--- src/rtl/note_sequencer.sv ---
// rtl/note_sequencer.sv - song table sequencer driving pitch codes from a ROM on beat pulses
module note_sequencer #(
   parameter int ADDR_BITS  = 8,
   parameter int PITCH_BITS = 6,
   parameter int DUR_BITS   = 4
) (
   input  logic                           i_clk,
   input  logic                           i_clear,
   input  logic                           i_start,
   input  logic                           i_stop,
   input  logic                           i_pause,
   input  logic                           i_loop,
   input  logic                           i_beat,
   output logic [ADDR_BITS-1:0]           o_rom_addr,
   input  logic [PITCH_BITS+DUR_BITS-1:0] i_rom_data,
   output logic [PITCH_BITS-1:0]          o_note,
   output logic                           o_note_valid,
   output logic                           o_note_change,
   output logic                           o_playing,
   output logic                           o_done
);

   typedef enum logic [2:0] {
      S_IDLE   = 3'd0,
      S_FETCH  = 3'd1,
      S_LOAD   = 3'd2,
      S_PLAY   = 3'd3,
      S_PAUSED = 3'd4,
      S_FINISH = 3'd5
   } state_t;

   state_t                r_state;
   logic [ADDR_BITS-1:0]  r_addr;
   logic [PITCH_BITS-1:0] r_note;
   logic [DUR_BITS-1:0]   r_remain;
   logic                  r_note_valid;
   logic                  r_note_change;
   logic                  r_playing;
   logic                  r_done;

   logic [PITCH_BITS-1:0] w_pitch;
   logic [DUR_BITS-1:0]   w_dur;
   logic                  w_last_addr;

   assign w_pitch     = i_rom_data[PITCH_BITS+DUR_BITS-1:DUR_BITS];
   assign w_dur       = i_rom_data[DUR_BITS-1:0];
   // The top table address doubles as an end marker so the address never wraps silently.
   assign w_last_addr = (r_addr == {ADDR_BITS{1'b1}});

   // Song state machine; every output is a register updated alongside the state.
   always_ff @(posedge i_clk or posedge i_clear) begin
      if (i_clear) begin
         r_state       <= S_IDLE;
         r_addr        <= '0;
         r_note        <= '0;
         r_remain      <= '0;
         r_note_valid  <= 1'b0;
         r_note_change <= 1'b0;
         r_playing     <= 1'b0;
         r_done        <= 1'b0;
      end else begin
         r_note_change <= 1'b0;
         r_done        <= 1'b0;
         if (i_stop) begin
            r_state      <= S_IDLE;
            r_addr       <= '0;
            r_note       <= '0;
            r_remain     <= '0;
            r_note_valid <= 1'b0;
            r_playing    <= 1'b0;
         end else if (i_start) begin
            // Restart discards whatever note was sounding.
            r_state      <= S_FETCH;
            r_addr       <= '0;
            r_note       <= '0;
            r_remain     <= '0;
            r_note_valid <= 1'b0;
            r_playing    <= 1'b1;
         end else begin
            case (r_state)
               S_IDLE: begin
                  r_state <= S_IDLE;
               end
               S_FETCH: begin
                  r_state <= S_LOAD;
               end
               S_LOAD: begin
                  if (w_dur == '0) begin
                     if (i_loop) begin
                        r_addr  <= '0;
                        r_state <= S_FETCH;
                     end else begin
                        r_state      <= S_FINISH;
                        r_done       <= 1'b1;
                        r_note       <= '0;
                        r_note_valid <= 1'b0;
                        r_playing    <= 1'b0;
                     end
                  end else begin
                     r_note        <= w_pitch;
                     r_remain      <= w_dur;
                     r_note_change <= 1'b1;
                     r_note_valid  <= (w_pitch != '0);
                     r_state       <= S_PLAY;
                  end
               end
               S_PLAY: begin
                  if (i_pause) begin
                     r_state      <= S_PAUSED;
                     r_note_valid <= 1'b0;
                  end else if (i_beat) begin
                     if (r_remain > DUR_BITS'(1)) begin
                        r_remain <= r_remain - DUR_BITS'(1);
                     end else if (w_last_addr && !i_loop) begin
                        r_state      <= S_FINISH;
                        r_done       <= 1'b1;
                        r_note       <= '0;
                        r_note_valid <= 1'b0;
                        r_playing    <= 1'b0;
                     end else begin
                        r_addr       <= w_last_addr ? '0 : r_addr + ADDR_BITS'(1);
                        r_note_valid <= 1'b0;
                        r_state      <= S_FETCH;
                     end
                  end
               end
               S_PAUSED: begin
                  if (!i_pause) begin
                     r_state      <= S_PLAY;
                     r_note_valid <= (r_note != '0);
                  end
               end
               S_FINISH: begin
                  r_state <= S_IDLE;
               end
               default: begin
                  r_state <= S_IDLE;
               end
            endcase
         end
      end
   end

   assign o_rom_addr    = r_addr;
   assign o_note        = r_note;
   assign o_note_valid  = r_note_valid;
   assign o_note_change = r_note_change;
   assign o_playing     = r_playing;
   assign o_done        = r_done;

endmodule

--- config.mk ---
export PLATFORM = sky130hd
export DESIGN_NAME = note_sequencer
export DESIGN_NICKNAME = d
export VERILOG_FILES = /design/src/rtl/note_sequencer.sv
export SDC_FILE = /design/constraint.sdc
export NUM_CORES = 1
export LEC_CHECK = 0
export CORE_ASPECT_RATIO = 0.5
export CORE_MARGIN = 2
export CORE_UTILIZATION = 24
export DETAILED_ROUTE_END_ITERATION = 10
export GPL_ROUTABILITY_DRIVEN = 0
export SETUP_SLACK_MARGIN = 0.5
export SYNTH_ARGS = -nofsm -noshare
export SYNTH_HDL_FRONTEND = slang
export SYNTH_SLANG_ARGS = --single-unit
export TNS_END_PERCENT = 1
--- constraint.sdc ---
create_clock -name i_clk -period 2.1 [get_ports i_clk]
set_input_delay 0.42 -clock i_clk [delete_from_list [all_inputs] [get_ports i_clk]]
set_output_delay 0.42 -clock i_clk [all_outputs]
set_load 0.01 [all_outputs]
# Word level (Yosys, flattened, before mapping)
# Cells that the tools add are included.
dict set report word_totals {
  register_bits 25
  inputBits 17
}
dict set report classes {
  addsub 2
  n_lt_le_gt_ge 1
  eq_ne 19
  n_mux 66
  reduce_logical 13
}
# op n
set ops {}
lappend ops {{$mux W8} 9}
lappend ops {{$mux W6} 8}
lappend ops {{$ne A4 B4 Y1 const B} 11}
lappend ops {{$mux W1} 27}
lappend ops {{$mux W3} 9}
lappend ops {{$mux W4} 6}
lappend ops {{$pmux W8 S2} 1}
lappend ops {{$ne A5 B5 Y1 const B} 3}
lappend ops {{$reduce_and A7 Y1} 2}
lappend ops {{$pmux W3 S4} 1}
lappend ops {{$pmux W6 S2} 1}
lappend ops {{$reduce_bool A6 Y1} 2}
lappend ops {{$reduce_and A5 Y1} 2}
lappend ops {{$add A8 B1 Y8 const B} 1}
lappend ops {{$eq A8 B8 Y1 const B} 1}
lappend ops {{$pmux W4 S2} 1}
lappend ops {{$eq A3 B2 Y1 const B} 2}
lappend ops {{$reduce_and A6 Y1} 1}
lappend ops {{$reduce_bool A5 Y1} 1}
lappend ops {{$gt A4 B1 Y1 const B} 1}
lappend ops {{$logic_not A4 Y1} 1}
lappend ops {{$pmux W1 S2} 2}
lappend ops {{$reduce_bool A4 Y1} 1}
lappend ops {{$sub A4 B1 Y4 const B} 1}
lappend ops {{other kinds (6)} 6}

# Logic depth before layout (Yosys ltp)
dict set report logic_depth {
  word_depth 9
  mapped_depth 7
  ltp_nobuf 7
}

# Least setup slack after synthesis
# Ideal clock, no wire load.
dict set report synth_timing {
  kind {input to register}
  start {input i_rom_data[1]}
  end {register r_addr[3], in the netlist o_rom_addr[3]}
  setup_ns 0.080
  arrival_time_ns 1.882
  required_ns 2.020
  path_slack_ns 0.138
  stages 5
  n_path_buf 0
  path_cell_list {or4_4 > nor3b_4 > o21ai_2 > or4_4 > o211ai_2}
}
dict set report synth_between {
  elab_chain_len 3
}
# item line
set synth_rtl {}
lappend synth_rtl {{start, declared} 15} ;# input logic [PITCH_BITS+DUR_BITS-1:0] i_rom_data,
lappend synth_rtl {{$logic_not A4 Y1} 88} ;# if (w_dur == '0) begin
lappend synth_rtl {{$ne A4 B4 Y1 (no line)} --}
lappend synth_rtl {{$reduce_and A7 Y1 (no line)} --}
lappend synth_rtl {{end signal, assigned} 121} ;# r_addr <= w_last_addr ? '0 : r_addr + ADDR_BITS'(1);
lappend synth_rtl {{end, declared} 33} ;# logic [ADDR_BITS-1:0] r_addr;
# Every way passes these cells.
# A chain may end at the register's enable or synchronous reset.

# Worst setup path after layout
dict set report layout_timing {
  start {register r_remain[2]}
  end {register r_note_valid, in the netlist o_note_valid}
}
dict set report layout_between {
  elab_chain_len 3
}
# item line
set layout_rtl {}
lappend layout_rtl {{start, declared} 35} ;# logic [DUR_BITS-1:0] r_remain;
lappend layout_rtl {{start signal, assigned} 101} ;# r_remain <= w_dur;
lappend layout_rtl {{start signal, assigned} 113} ;# r_remain <= r_remain - DUR_BITS'(1);
lappend layout_rtl {{$gt A4 B1 Y1} 112} ;# if (r_remain > DUR_BITS'(1)) begin
lappend layout_rtl {{$ne A5 B5 Y1 (no line)} --}
lappend layout_rtl {{$reduce_and A5 Y1 (no line)} --}
lappend layout_rtl {{end signal, assigned} 103} ;# r_note_valid <= (w_pitch != '0);
lappend layout_rtl {{end signal, assigned} 130} ;# r_note_valid <= (r_note != '0);
lappend layout_rtl {{end, declared} 36} ;# logic r_note_valid;
# Every way passes these cells.

==> flow_metrics.tcl <==
set metrics [dict create \
    grt_usage_pct 12.3 \
    synth_warnings 0 \
    place_area_mm2 0.00219 \
    grtUsageMet1_pct 15.1 \
    start_util_pct 25.3 \
    clk_pin_slew_ns 0.06 \
    power.leakage_uw 0.000975 \
    overflow 0 \
    max_freq_mhz 565 \
    setup_violations 0 \
    cts_num_sinks 25 \
    wl_per_cell_um 13.6 \
    synth_seq_cells 25 \
    hold_class "primary input to async pin" \
    vias_per_cell 4.72 \
    finalHoldViolCount 0 \
    cp_slowest_stage_delay_ns 0.40 \
    post-route-period-util_pct 84.3 \
    cp_max_fo 5 \
    cp_top_family "compound AO/OA/AOI/OAI gates" \
    die_y_um 61.2 \
    synth_cell_types 50 \
    synthArstFlopShare_pct 100 \
    yosysSeqAreaShare_pct 39.8 \
    num_vias 1561 \
    crit_required_ns 2.24 \
    die-area_mm2 0.00725 \
    drt_iter0_markers 65 \
    startpoint_type "flop" \
    power_density_mw_per_mm2 475 \
    critPathBufInv 0 \
    syn_nets 199 \
    clk_latency_ns 0.26 \
    fp.coreArea_mm2 0.00621 \
    path_class "flop to flop" \
    place_ws_ns -0.263 \
    netlist_instances 179 \
    num-nets-final 264 \
    antenna_found_initial 0 \
    htreeDepth 1 \
    drive_gt1_share_pct 23.5 \
    setup-tns-final_ns 0 \
    layout_setup_ws_ns 0.329 \
    first_global_vias 1569 \
    clockBufferDepth 2 \
    critPathSlowestCell "dfrtp_1" \
    outcome "complete, no violations" \
    use_met2_pct 23.2 \
    remaining_drc_errors 0 \
    portBuffers 34 \
    grt_most_used_layer "met2" \
    finalPower_uw 1110 \
    io-pin-count 35 \
    synthToLayoutAreaGrowth_pct 48.9 \
    endpoint_kind "flop" \
    n_antenna_cell 0 \
    synth_edf_count 0 \
    syn-cell-area_mm2 0.00157 \
    cp.arrival_ns 1.91 \
    cts_buffers 3 \
    maxSlewHeadroom_pct 67.6 \
    path_cells "or2_1 > o311a_1 > a21oi_2 > a21oi_1 > mux2_2" \
    die_x_um 118 \
    grt_pass1_wl_um 7290 \
    fin_crit_ns 1.77 \
    worst_pin_slew_ns 0.482 \
    met3_usage_pct 2.22 \
    dr.pass1.iters 4 \
    ir_drop_mv 0.293 \
    fp-row-count 20 \
    cts_tree "yes" \
    grt_max_degree 26 \
    clockRootBuffer "clkbuf_16" \
    max-cap-violations 0 \
    dp_hpwl_um 3440 \
    postRouteAntennaNets 0 \
    worst_clock_skew_ns 0.00389 \
    synth_area_per_cell_um2 8.78 \
    drv_slew 0 \
    synth_ff_type "dfrtp_1" \
    wl_um 4490 \
    grt_setup_unrepaired "true" \
    finish.instance_area_mm2 0.00234 \
]
-- timing repair --
action	4_1_cts	5_1_grt
hold buffers	0	0
setup endpoints to repair	38	38
pin swaps	4	3
setup buffers	1	2
gates resized for setup	20	12
-- sequential cells by signal (all words and copies together), names as in the netlist --
| name | cells |
|---|---|
| o_note_change | 1 |
| r_state | 3 |
| o_rom_addr | 8 |
| o_playing | 1 |
| o_note | 6 |
| o_note_valid | 1 |
| r_remain | 4 |
| o_done | 1 |
-- worst reg2reg max path, cell delays in order (launching register included) --
cell	delay, ns
dfrtp_1	0.40
or2_1	0.34
o311a_1	0.40
a21oi_2	0.16
a21oi_1	0.09
mux2_2	0.27
-- final timing paths --
path                                              start                         to  slack [ns]  depth (start not counted)
max in group asynchronous                       i_clear  o_rom_addr[0]$_DFFE_PP0P_        1.33                          3
worst min-delay path                            i_clear  o_rom_addr[7]$_DFFE_PP0P_        0.51                          3
worst max register to register  r_remain[2]$_DFFE_PP0P_   o_note_valid$_DFFE_PP0P_        0.33                          5
worst max-delay path            r_remain[2]$_DFFE_PP0P_   o_note_valid$_DFFE_PP0P_        0.33                          5
min in group i_clk              r_remain[3]$_DFFE_PP0P_    r_remain[3]$_DFFE_PP0P_        0.51                          1
worst min register to register  r_remain[3]$_DFFE_PP0P_    r_remain[3]$_DFFE_PP0P_        0.51                          1
-- routing by layer --
layer / wire, um / part of all wire [%] / vias to the layer above
met2: 2210 / 49 / 27
met5: 0 / 0 / -
li1: - / - / 783
met3: 171 / 3.8 / 6
met1: 2070 / 46 / 745
met4: 38 / 0.85 / 0
-- placed cells by master, fill, tap and decap left out, types with 4 or more instances in the layout --
master / n
clkdlybuf4s50_1: 27
o21ai_0: 6
nand2_1: 18
mux2i_1: 5
nand3_1: 6
nor3_1: 4
a31oi_1: 4
nor2_1: 15
o22ai_1: 4
a21oi_1: 21
buf_4: 31
inv_1: 10
dfrtp_1: 24
-- final cells by class --
class	instances	area, um^2
fillers	635	3870
clock buffers	4	78.8
inverters	10	37.5
repair buffers	65	572
well taps	88	110
multi-input cells	139	915
flip-flops and latches	25	627
-- where the power goes --
| group | switching, uW | total (uW) | leakage, uW | internal [uW] |
|---|---|---|---|---|
| logic | 95.9 | 187 | 0.000595 | 91.5 |
| registers | 9.40 | 502 | 0.000341 | 493 |
| clock network | 161 | 421 | 0.0000382 | 259 |
| total | 267 | 1110 | 0.000975 | 844 |
-- cell usage after synthesis, types with 3 or more instances --
library cell / n / area, um^2
a31oi_1: 4 / 25.0
ha_1: 3 / 37.5
nor2_1: 16 / 60.1
nor3_1: 4 / 20.0
o22ai_1: 4 / 25.0
mux2i_1: 5 / 50.1
o21ai_0: 9 / 45.0
dfrtp_1: 25 / 626
nor2b_1: 3 / 18.8
inv_1: 10 / 37.5
nand3_1: 6 / 30.0
nand2_1: 18 / 67.6
a21oi_1: 23 / 115
-- per-stage QoR --
stage          hold WS (ns)  util (%)  instances
2_1_floorplan         0.447         -        179
3_3_place_gp          0.498      35.4        324
3_5_place_dp          0.497      35.4        324
4_1_cts               0.511      37.0        329
5_1_grt               0.535      37.7        331
6_report              0.507      37.7        331
-- logic make-up after synthesis --
logic type | share of synthesized area [%]
flip-flops | 39.8
AO/OA/AOI/OAI | 24.0
AND/OR/NAND/NOR | 24.6
XOR/XNOR | 0.557
multiplexers | 3.90
buffers and inverters | 4.78
adder cells (fa/ha/maj) | 2.39
No activity file was read; power rests on OpenSTA's default activity.
